**config.mk**
```make
export PLATFORM = sky130hd
export DESIGN_NAME = interp_seq
export DESIGN_NICKNAME = d
export VERILOG_FILES = /design/src/rtl/interp_pkg.sv /design/src/rtl/interp_wsum.sv /design/src/rtl/interp_seq.sv
export SDC_FILE = /design/constraint.sdc
export NUM_CORES = 1
export LEC_CHECK = 0
export BUFFER_PORTS_ARGS = -buffer_cell sky130_fd_sc_hd__buf_2
export CORE_ASPECT_RATIO = 0.7
export CORE_MARGIN = 8
export CORE_UTILIZATION = 45
export CTS_CLUSTER_DIAMETER = 100
export DETAILED_ROUTE_END_ITERATION = 6
export MAX_ROUTING_LAYER = met4
export REMOVE_ABC_BUFFERS = 1
export SYNTH_ARGS = -nofsm -noshare
export SYNTH_HDL_FRONTEND = slang
export SYNTH_SLANG_ARGS = --single-unit
```
**constraint.sdc**
```tcl
create_clock -name clk -period 6.2 [get_ports clk]
set_clock_uncertainty 0.15 [all_clocks]
set_input_delay 1.24 -clock clk [delete_from_list [all_inputs] [get_ports clk]]
set_output_delay 1.24 -clock clk [all_outputs]
set_load 0.01 [all_outputs]
```
**src/rtl/interp_pkg.sv**
```systemverilog
// Shared widths, sample/phase counts and sequencer state encoding for the
// four-pilot linear interpolator.
package interp_pkg;

  localparam int IN_WIDTH_DEF  = 17;
  localparam int OUT_WIDTH_DEF = 19;
  localparam int NUM_SAMPLES   = 13;
  localparam int NUM_PHASES    = 4;
  localparam int NUM_PAIRS     = 3;

  localparam logic [3:0] LAST_IDX   = 4'(NUM_SAMPLES - 1);
  localparam logic [2:0] LAST_PHASE = 3'(NUM_PHASES - 1);
  localparam logic [1:0] LAST_PAIR  = 2'(NUM_PAIRS - 1);

  typedef enum logic {
    IDLE = 1'b0,
    RUN  = 1'b1
  } state_t;

endpackage

```
**src/rtl/interp_wsum.sv**
```systemverilog
// Combinational weighted sum (4-q)*A + q*B, built from shifts and adds only.
// q = 4 yields 4*B, which is how the closing sample 4*e4 is produced.
module interp_wsum
  import interp_pkg::*;
#(
  parameter int IN_WIDTH  = IN_WIDTH_DEF,
  parameter int OUT_WIDTH = OUT_WIDTH_DEF
) (
  input  logic signed [IN_WIDTH-1:0]  a,
  input  logic signed [IN_WIDTH-1:0]  b,
  input  logic        [2:0]           q,
  output logic signed [OUT_WIDTH-1:0] y
);

  logic signed [OUT_WIDTH-1:0] ax_s;
  logic signed [OUT_WIDTH-1:0] bx_s;

  assign ax_s = {{(OUT_WIDTH - IN_WIDTH){a[IN_WIDTH-1]}}, a};
  assign bx_s = {{(OUT_WIDTH - IN_WIDTH){b[IN_WIDTH-1]}}, b};

  // Select the shift-add form for the requested phase
  always_comb begin
    y = '0;
    case (q)
      3'd0:    y = ax_s <<< 2'd2;
      3'd1:    y = (ax_s <<< 1'd1) + ax_s + bx_s;
      3'd2:    y = (ax_s + bx_s) <<< 1'd1;
      3'd3:    y = ax_s + (bx_s <<< 1'd1) + bx_s;
      3'd4:    y = bx_s <<< 2'd2;
      default: y = '0;
    endcase
  end

endmodule

```
**src/rtl/interp_seq.sv**
```systemverilog
// Pilot interpolation sequencer: captures e1..e4, then streams 13 samples
// (x4 scaled) under valid/ready flow control with fully registered outputs.
module interp_seq
  import interp_pkg::*;
#(
  parameter int IN_WIDTH  = IN_WIDTH_DEF,
  parameter int OUT_WIDTH = OUT_WIDTH_DEF
) (
  input  logic                        clk,
  input  logic                        rst,
  input  logic                        in_valid,
  output logic                        in_ready,
  input  logic signed [IN_WIDTH-1:0]  e1,
  input  logic signed [IN_WIDTH-1:0]  e2,
  input  logic signed [IN_WIDTH-1:0]  e3,
  input  logic signed [IN_WIDTH-1:0]  e4,
  output logic                        out_valid,
  input  logic                        out_ready,
  output logic signed [OUT_WIDTH-1:0] out_data,
  output logic        [3:0]           out_idx,
  output logic                        out_last
);

  state_t                      state_r;
  state_t                      state_next_s;
  logic signed [IN_WIDTH-1:0]  e_r [4];
  logic [1:0]                  pair_r;
  logic [2:0]                  phase_r;
  logic [1:0]                  pair_next_s;
  logic [2:0]                  phase_next_s;
  logic signed [OUT_WIDTH-1:0] out_data_r;
  logic [3:0]                  out_idx_r;
  logic                        out_valid_r;
  logic                        out_last_r;
  logic                        capture_s;
  logic                        accept_s;
  logic signed [IN_WIDTH-1:0]  a_s;
  logic signed [IN_WIDTH-1:0]  b_s;
  logic [2:0]                  q_s;
  logic signed [OUT_WIDTH-1:0] wsum_s;

  assign in_ready  = (state_r == IDLE);
  assign capture_s = in_valid & in_ready;
  assign accept_s  = out_valid_r & out_ready;

  assign out_valid = out_valid_r;
  assign out_data  = out_data_r;
  assign out_idx   = out_idx_r;
  assign out_last  = out_last_r;

  // Sequencer state register
  always_ff @(posedge clk or posedge rst) begin
    if (rst) begin
      state_r <= IDLE;
    end else begin
      state_r <= state_next_s;
    end
  end

  // Next-state decode
  always_comb begin
    state_next_s = state_r;
    case (state_r)
      IDLE:    if (capture_s) state_next_s = RUN; else state_next_s = IDLE;
      RUN:     if (accept_s && out_last_r) state_next_s = IDLE; else state_next_s = RUN;
      default: state_next_s = IDLE;
    endcase
  end

  // Advance (pair, phase); after the last phase of the last pair, phase 4 selects 4*e4
  always_comb begin
    pair_next_s  = pair_r;
    phase_next_s = phase_r;
    if (phase_r == LAST_PHASE) begin
      if (pair_r == LAST_PAIR) begin
        phase_next_s = 3'd4;
      end else begin
        pair_next_s  = pair_r + 2'd1;
        phase_next_s = 3'd0;
      end
    end else begin
      phase_next_s = phase_r + 3'd1;
    end
  end

  // Operand select: live inputs for sample 0 at capture, captured pilots afterwards
  always_comb begin
    a_s = '0;
    b_s = '0;
    q_s = 3'd0;
    if (state_r == IDLE) begin
      a_s = e1;
      b_s = e2;
      q_s = 3'd0;
    end else begin
      a_s = e_r[pair_next_s];
      b_s = e_r[pair_next_s + 2'd1];
      q_s = phase_next_s;
    end
  end

  interp_wsum #(
    .IN_WIDTH  (IN_WIDTH),
    .OUT_WIDTH (OUT_WIDTH)
  ) u_wsum (
    .a (a_s),
    .b (b_s),
    .q (q_s),
    .y (wsum_s)
  );

  // Pilot capture, sample counters and output register
  always_ff @(posedge clk or posedge rst) begin
    if (rst) begin
      for (int i = 0; i < 4; i++) e_r[i] <= '0;
      pair_r      <= 2'd0;
      phase_r     <= 3'd0;
      out_data_r  <= '0;
      out_idx_r   <= 4'd0;
      out_valid_r <= 1'b0;
      out_last_r  <= 1'b0;
    end else begin
      case (state_r)
        IDLE: begin
          if (capture_s) begin
            e_r[0]      <= e1;
            e_r[1]      <= e2;
            e_r[2]      <= e3;
            e_r[3]      <= e4;
            pair_r      <= 2'd0;
            phase_r     <= 3'd0;
            out_data_r  <= wsum_s;
            out_idx_r   <= 4'd0;
            out_valid_r <= 1'b1;
            out_last_r  <= 1'b0;
          end
        end
        RUN: begin
          if (accept_s) begin
            if (out_last_r) begin
              out_valid_r <= 1'b0;
              out_last_r  <= 1'b0;
            end else begin
              pair_r     <= pair_next_s;
              phase_r    <= phase_next_s;
              out_data_r <= wsum_s;
              out_idx_r  <= out_idx_r + 4'd1;
              out_last_r <= (out_idx_r == (LAST_IDX - 4'd1));
            end
          end
        end
        default: begin
          out_valid_r <= 1'b0;
          out_last_r  <= 1'b0;
        end
      endcase
    end
  end

endmodule

```
Word level (Yosys, flattened, before mapping)
Index checks and enable logic that the tools add are counted.
{"block": "totals", "ff_bits": 99, "in_bits": 72, "out_inout_bits": 26}
{"block": "op_classes", "addsub": 9, "order_cmp": 2, "eq_ne": 11, "n_mux": 41, "bitwise": 5, "n_reduce_logical": 6}
{"cell": "$mux 17", "n": 6}
{"cell": "$pmux 19 s5", "n": 1}
{"cell": "$bmux 17 s2", "n": 2}
{"cell": "$mux 19", "n": 3}
{"cell": "$add 19x17->19", "n": 2}
{"cell": "$pmux 19 s2", "n": 1}
{"cell": "$add 17x18->19", "n": 1}
{"cell": "$add 18x17->19", "n": 1}
{"cell": "$add 17x17->18", "n": 1}
{"cell": "$mux 3", "n": 6}
{"cell": "$mux 4", "n": 3}
{"cell": "$mux 2", "n": 5}
{"cell": "$eq 3x2->1 const B", "n": 3}
{"cell": "$mux 1", "n": 8}
{"cell": "$pmux 4 s2", "n": 1}
{"cell": "$ge 3x3->1 const B", "n": 2}
{"cell": "$ne 2x1->1 const B", "n": 3}
{"cell": "$not 2->3", "n": 2}
{"cell": "$pmux 1 s2", "n": 3}
{"cell": "$pmux 3 s2", "n": 1}
{"cell": "$reduce_and 3->1", "n": 2}
{"cell": "$add 2x1->2 const B", "n": 2}
{"cell": "$add 4x1->4 const B", "n": 1}
{"cell": "$eq 4x4->1 const B", "n": 1}
{"cell": "other kinds (11)", "n": 13}

Longest topological paths before layout
{"block": "logic_depth", "word_depth": 15, "ltp_mapped": 27}

Cells and area by module
A second synthesis with hierarchy kept.
{"block": "hier_totals", "hier_cells": 1043, "hier_area_um2": 9080.0}
{"module": "interp_seq", "n_inst": 1, "cells_per_inst": 599, "area_per_inst_um2": 5475.3, "seq_area_each_um2": 2477.4}
{"module": "interp_wsum", "n_inst": 1, "cells_per_inst": 444, "area_per_inst_um2": 3604.7, "seq_area_each_um2": 0.0}

Worst setup path after synthesis
No wires, ideal clock.
{"block": "synth_timing", "kind": "register to register", "startpoint": "register pair_r[0]", "endpoint": "register out_data_r[17], in the netlist out_data[17]", "setup_time_ps": 124, "arrival_ps": 5205, "required_time_ps": 5926, "slack_ps": 722, "path_stages_with_launch": 26, "n_path_buf": 3, "synth_period_minus_slack_ps": 5478, "path_cell_list": "dfrtp_1 > inv_2 > clkbuf_1 > ha_1 > xnor2_1 > mux2_4 > buf_2 > buf_1 > nand2_1 > nand3_1 > nand3_1 > o21ai_0 > ha_1 > ha_1 > inv_1 > fa_1 > nor2b_1 > o21ai_0 > a21boi_0 > o31a_1 > nand4_1 > a31oi_1 > a31oi_1 > o21ai_0 > o211ai_1 > o31a_1"}
{"block": "synth_via", "elab_chain_cells": 15}
{"item": "start, declared", "line_no": "interp_seq.sv:27", "rtl": "logic [1:0] pair_r;"}
{"item": "start signal, assigned", "line_no": "interp_seq.sv:144", "rtl": "pair_r <= pair_next_s;"}
{"item": "$add 2x1->2 or $eq 2x2->1 (tied branches)", "line_no": "interp_seq.sv:78, interp_seq.sv:75"}
{"item": "$mux 2", "line_no": "interp_seq.sv:75", "rtl": "if (pair_r == LAST_PAIR) begin"}
{"item": "$mux 2", "line_no": "interp_seq.sv:74", "rtl": "if (phase_r == LAST_PHASE) begin"}
{"item": "$add 2x1->2", "line_no": "interp_seq.sv:97", "rtl": "b_s = e_r[pair_next_s + 2'd1];"}
{"item": "$not 2->3 (implied by the code)", "line_no": "interp_seq.sv:97"}
{"item": "$bmux 17 s2", "line_no": "interp_seq.sv:97"}
{"item": "$mux 17 (implied by the code) (2 in a row)", "line_no": "interp_seq.sv:97"}
{"item": "$mux 17", "line_no": "interp_seq.sv:91", "rtl": "if (state_r == IDLE) begin"}
{"item": "$add 17x18->19", "line_no": "interp_wsum.sv:28", "rtl": "3'd3: y = ax_s + (bx_s <<< 1'd1) + bx_s;"}
{"item": "$add 19x17->19", "line_no": "interp_wsum.sv:28"}
{"item": "$pmux 19 s5 (*)", "line_no": "interp_wsum.sv:24", "rtl": "case (q)"}
{"item": "$mux 19", "line_no": "interp_seq.sv:140", "rtl": "if (out_last_r) begin"}
{"item": "$mux 19", "line_no": "interp_seq.sv:139", "rtl": "if (accept_s) begin"}
{"item": "$pmux 19 s2 (*)", "line_no": "interp_seq.sv:123", "rtl": "case (state_r)"}
{"item": "end signal, assigned", "line_no": "interp_seq.sv:132", "rtl": "out_data_r <= wsum_s;"}
{"item": "end signal, assigned", "line_no": "interp_seq.sv:146", "rtl": "out_data_r <= wsum_s;"}
{"item": "end, declared", "line_no": "interp_seq.sv:31", "rtl": "logic signed [OUT_WIDTH-1:0] out_data_r;"}
Every way passes the cells marked *; elsewhere a longest branch is shown, timed or not. The select of a mux whose other input is x is not followed.
A chain may end at the register's enable or synchronous reset.

Worst setup path in the final report
Same ends and word-level chain as after synthesis.

==> impl_metrics.xml <==
<?xml version="1.0" encoding="UTF-8"?>
<metrics>
  <group name="floorplanning">
    <metric name="dieWidth" unit="um">190</metric>
    <metric name="top_level_ports" unit="">98</metric>
    <metric name="design.die.area" unit="um2">26200</metric>
    <metric name="start_util" unit="%">45.9</metric>
    <metric name="floorplan.core_area" unit="um2">20800</metric>
    <metric name="rows" unit="">44</metric>
    <metric name="fp.dieH" unit="um">138</metric>
  </group>
  <group name="synthesis">
    <metric name="synth_top_cell_area_share" unit="%">26.0</metric>
    <metric name="netlist_top_cells_area" unit="">sky130_fd_sc_hd__dfrtp_1 (26%), sky130_fd_sc_hd__nand2_1 (12%), sky130_fd_sc_hd__ha_1 (9.8%)</metric>
    <metric name="synth-async-reset-ratio" unit="%">100</metric>
    <metric name="synth.lib_cells_used.distinct" unit="">85</metric>
    <metric name="synth_edf_count" unit="">0</metric>
    <metric name="synth-warning-count" unit="">0</metric>
    <metric name="synth_top_area_cell" unit="">sky130_fd_sc_hd__dfrtp_1</metric>
    <metric name="total_standard_cell_area_after_synthesis" unit="um2">9540</metric>
    <metric name="syn-instance-count" unit="">1176</metric>
    <metric name="top_cell_types_by_occurrence_after_synthesis" unit="">sky130_fd_sc_hd__nand2_1 (309), sky130_fd_sc_hd__dfrtp_1 (99), sky130_fd_sc_hd__ha_1 (75)</metric>
    <metric name="synth_ff_type" unit="">sky130_fd_sc_hd__dfrtp_1</metric>
    <metric name="syn-mean-instance-area" unit="um2">8.11</metric>
    <metric name="synthesized_flop_and_latch_total" unit="">99</metric>
    <metric name="yosysSeqAreaShare" unit="%">26.0</metric>
    <metric name="yosys.cell_count.top_type" unit="">sky130_fd_sc_hd__nand2_1</metric>
  </group>
  <group name="detailed_routing">
    <metric name="drt-vias-per-instance" unit="">5.89</metric>
    <metric name="wirelength_met1" unit="um">15000</metric>
    <metric name="routedWlPerCell" unit="um">19.8</metric>
    <metric name="drt_first_pass_iters" unit="">6</metric>
    <metric name="detailroute.wirelength.met2" unit="um">12900</metric>
    <metric name="detailedRoute.firstIterationViolations" unit="">856</metric>
    <metric name="met3WireLength" unit="um">2150</metric>
    <metric name="route.antenna.remaining_nets" unit="">0</metric>
    <metric name="maxUsedRoutingLayer" unit="">met4</metric>
    <metric name="detailroute.via_count" unit="">9086</metric>
    <metric name="finalWirelength" unit="um">30600</metric>
    <metric name="route.detailed.drc" unit="">0</metric>
  </group>
  <group name="placed_design">
    <metric name="gp_congestion" unit="">0.944</metric>
    <metric name="hpwl" unit="um">23000</metric>
    <metric name="io_buffers" unit="">97</metric>
  </group>
  <group name="timing">
    <metric name="tightestPinTransition" unit="ns">0.971</metric>
    <metric name="fin_setup_tns" unit="ns">0</metric>
    <metric name="worst_slew_margin_rel" unit="%">35.3</metric>
    <metric name="period_needed" unit="ns">5.80</metric>
    <metric name="clock.fmax" unit="GHz">0.172</metric>
    <metric name="timing_hold_violations_final" unit="">0</metric>
    <metric name="finalMaxSlewViolations" unit="">0</metric>
    <metric name="final_min_period_over_clock_period" unit="%">93.6</metric>
    <metric name="setup-violations-final" unit="">0</metric>
    <metric name="unrepaired_setup_endpoints_after_global_routing" unit="">false</metric>
  </group>
  <group name="critical_path">
    <metric name="crit_type" unit="">flop to flop</metric>
    <metric name="timing.critical_path.arrival" unit="ns">5.92</metric>
    <metric name="startpoint_types" unit="">flop</metric>
    <metric name="critical_path_peak_fanout" unit="">21</metric>
    <metric name="worst_path_cell_trace" unit="">inv_2 -&gt; ha_1 -&gt; nand3b_1 -&gt; a21boi_1 -&gt; mux4_2 -&gt; mux2i_1 -&gt; xnor2_1 -&gt; ha_1 -&gt; ha_1 -&gt; inv_1 -&gt; fa_1 -&gt; nor2b_1 -&gt; o21ai_0 -&gt; a21boi_0 -&gt; buf_4 -&gt; o31a_1 -&gt; nand4_1 -&gt; a31oi_1 -&gt; a31oi_1 -&gt; o21ai_0 -&gt; o211ai_1 -&gt; o31a_1</metric>
    <metric name="timing.critical_path.required" unit="ns">6.31</metric>
    <metric name="cp_slowest_stage_delay" unit="ns">0.54</metric>
    <metric name="critical-path-top-cell-by-count" unit="">sky130_fd_sc_hd__ha_1</metric>
    <metric name="critical_path.slowest_cell" unit="">sky130_fd_sc_hd__mux4_2</metric>
    <metric name="cp-end-kind" unit="">flop</metric>
  </group>
  <group name="outcome">
    <metric name="outcome" unit="">completed</metric>
  </group>
  <group name="global_routing">
    <metric name="largest_net_degree_at_the_start_of_global_routing" unit="">74</metric>
    <metric name="grt_pass1_vias" unit="">8624</metric>
    <metric name="track_usage" unit="%">24.3</metric>
    <metric name="wire_length_of_the_first_global_routing_pass" unit="um">48900</metric>
    <metric name="grt_overflow" unit="">0</metric>
    <metric name="grt_antenna_before_repair" unit="">0</metric>
  </group>
  <group name="clock_tree">
    <metric name="clock_insertion_delay_worst_skew" unit="ns">0.37</metric>
    <metric name="clock_tree.root_cell" unit="">sky130_fd_sc_hd__clkbuf_16</metric>
    <metric name="cts.hold.buffers_added" unit="">0</metric>
    <metric name="tritoncts_num_sinks" unit="">99</metric>
    <metric name="tritoncts.num_buffers" unit="">9</metric>
    <metric name="clk_pin_slew" unit="ns">0.08</metric>
    <metric name="cts_buffer_depth" unit="">2</metric>
    <metric name="cts_tree" unit="">done</metric>
    <metric name="cts_max_level" unit="">3</metric>
  </group>
  <group name="final_layout">
    <metric name="antenna_cells_inserted" unit="">0</metric>
    <metric name="layout.core_utilization" unit="%">51.9</metric>
    <metric name="flow.area_growth_from_synthesis" unit="%">12.9</metric>
    <metric name="fin_nets" unit="">1415</metric>
    <metric name="fraction_of_layout_instances_using_a_drive_strength_above_1" unit="%">17.0</metric>
  </group>
  <group name="run">
    <metric name="drv_cap" unit="">0</metric>
  </group>
  <group name="worst_hold_path">
    <metric name="min-delay-path-class" unit="">flop to flop</metric>
  </group>
</metrics>
## layout make-up
class / count / area [um2]
well taps: 276 / 345
multi-input cells: 958 / 6600
repair buffers: 132 / 761
clock inverters: 5 / 109
flip-flops and latches: 99 / 2480
fillers: 2026 / 9990
inverters: 61 / 231
clock buffers: 11 / 243
## worst max-delay path: cells and delay by family, from the launching register on
family	cells	cell delay, ns
AO/OA/AOI/OAI	9	1.93
XOR/XNOR	1	0.12
adder cells (fa/ha/maj)	4	1.15
buffers and inverters	3	0.43
flip-flops	1	0.45
multiplexers	2	0.91
AND/OR/NAND/NOR	3	0.57
## cell families (layout without fill, tap and decap cells)
group	after synthesis	in the layout	synth area share, %
muxes	49	49	7.07
xor gates and xnor gates	75	75	6.89
DFF	99	99	26.0
AOI/OAI and AO/OA	301	301	23.4
buffers and inverters	119	209	5.14
and+or+nand+nor	448	448	19.8
adders and majority gates	85	85	11.6
## path summary, 6_finish.rpt
kind | from | end | slack [ns] | depth (start not counted)
setup / recovery | pair_r[0] | out_data[17] | 0.40 | 22
hold / removal | out_data[0] | out_data[0] | 0.34 | 2
setup reg to reg | pair_r[0] | out_data[17] | 0.40 | 22
hold reg to reg | out_data[0] | out_data[0] | 0.34 | 2
max in group asynchronous | rst | out_data[4] | 3.98 | 3
min in group asynchronous | rst | e_r[10] | 0.86 | 2
## per-layer routing
metal | global-route usage [%] | vias to the layer above
li1 | - | 4320
met1 | 35.1 | 4344
met2 | 34.8 | 383
met3 | 4.22 | 39
met4 | 5.15 | 0
met5 | - | -
## repair_timing
item / CTS / global route
setup buffers: 0 / 0
gates resized for setup: 0 / 2
setup endpoints to repair: 0 / 3
hold endpoints to repair: 0 / 0
## flip-flops by register name (all words and copies together), names as in the netlist
| signal | flops |
|---|---|
| e_r | 68 |
| out_data | 19 |
| out_idx | 4 |
| phase_r | 3 |
| pair_r | 2 |
| out_last | 1 |
| out_valid | 1 |
| state_r | 1 |
## per-stage QoR
step / hold WS [ns] / setup WS, ns / instance area [um2] / cells
final: 0.335 / 0.395 / 10800 / 1542
after global routing: 0.343 / 0.0978 / 10800 / 1542
after CTS: 0.336 / 0.397 / 10800 / 1542
after detailed placement: 0.317 / 0.430 / 10400 / 1526
after global placement: 0.315 / 0.418 / 10400 / 1526
after floorplan: 0.312 / 0.138 / 9270 / 1118
## placed cells by master, fill, tap and decap left out, types with 9 or more instances in the layout
| cell type | count |
|---|---|
| sky130_fd_sc_hd__o21ai_0 | 58 |
| sky130_fd_sc_hd__o211ai_1 | 15 |
| sky130_fd_sc_hd__buf_4 | 34 |
| sky130_fd_sc_hd__ha_1 | 75 |
| sky130_fd_sc_hd__a21o_1 | 26 |
| sky130_fd_sc_hd__mux4_2 | 11 |
| sky130_fd_sc_hd__nor2_1 | 42 |
| sky130_fd_sc_hd__xor2_1 | 20 |
| sky130_fd_sc_hd__o21bai_1 | 15 |
| sky130_fd_sc_hd__nand3_1 | 29 |
| sky130_fd_sc_hd__dfrtp_1 | 98 |
| sky130_fd_sc_hd__o211a_1 | 13 |
| sky130_fd_sc_hd__clkbuf_16 | 9 |
| sky130_fd_sc_hd__a22oi_1 | 11 |
| sky130_fd_sc_hd__a211oi_1 | 12 |
| sky130_fd_sc_hd__nor2b_1 | 10 |
| sky130_fd_sc_hd__a21oi_1 | 48 |
| sky130_fd_sc_hd__xnor2_1 | 55 |
| sky130_fd_sc_hd__and3_1 | 10 |
| sky130_fd_sc_hd__nand2_1 | 308 |
| sky130_fd_sc_hd__nand2b_1 | 10 |
| sky130_fd_sc_hd__a31oi_1 | 18 |
| sky130_fd_sc_hd__mux2i_1 | 26 |
| sky130_fd_sc_hd__inv_1 | 57 |
| sky130_fd_sc_hd__buf_2 | 97 |
Power is left out: the tool's default activity adds up to more than one toggle a clock period on the data nets, which glitch-free logic cannot reach.
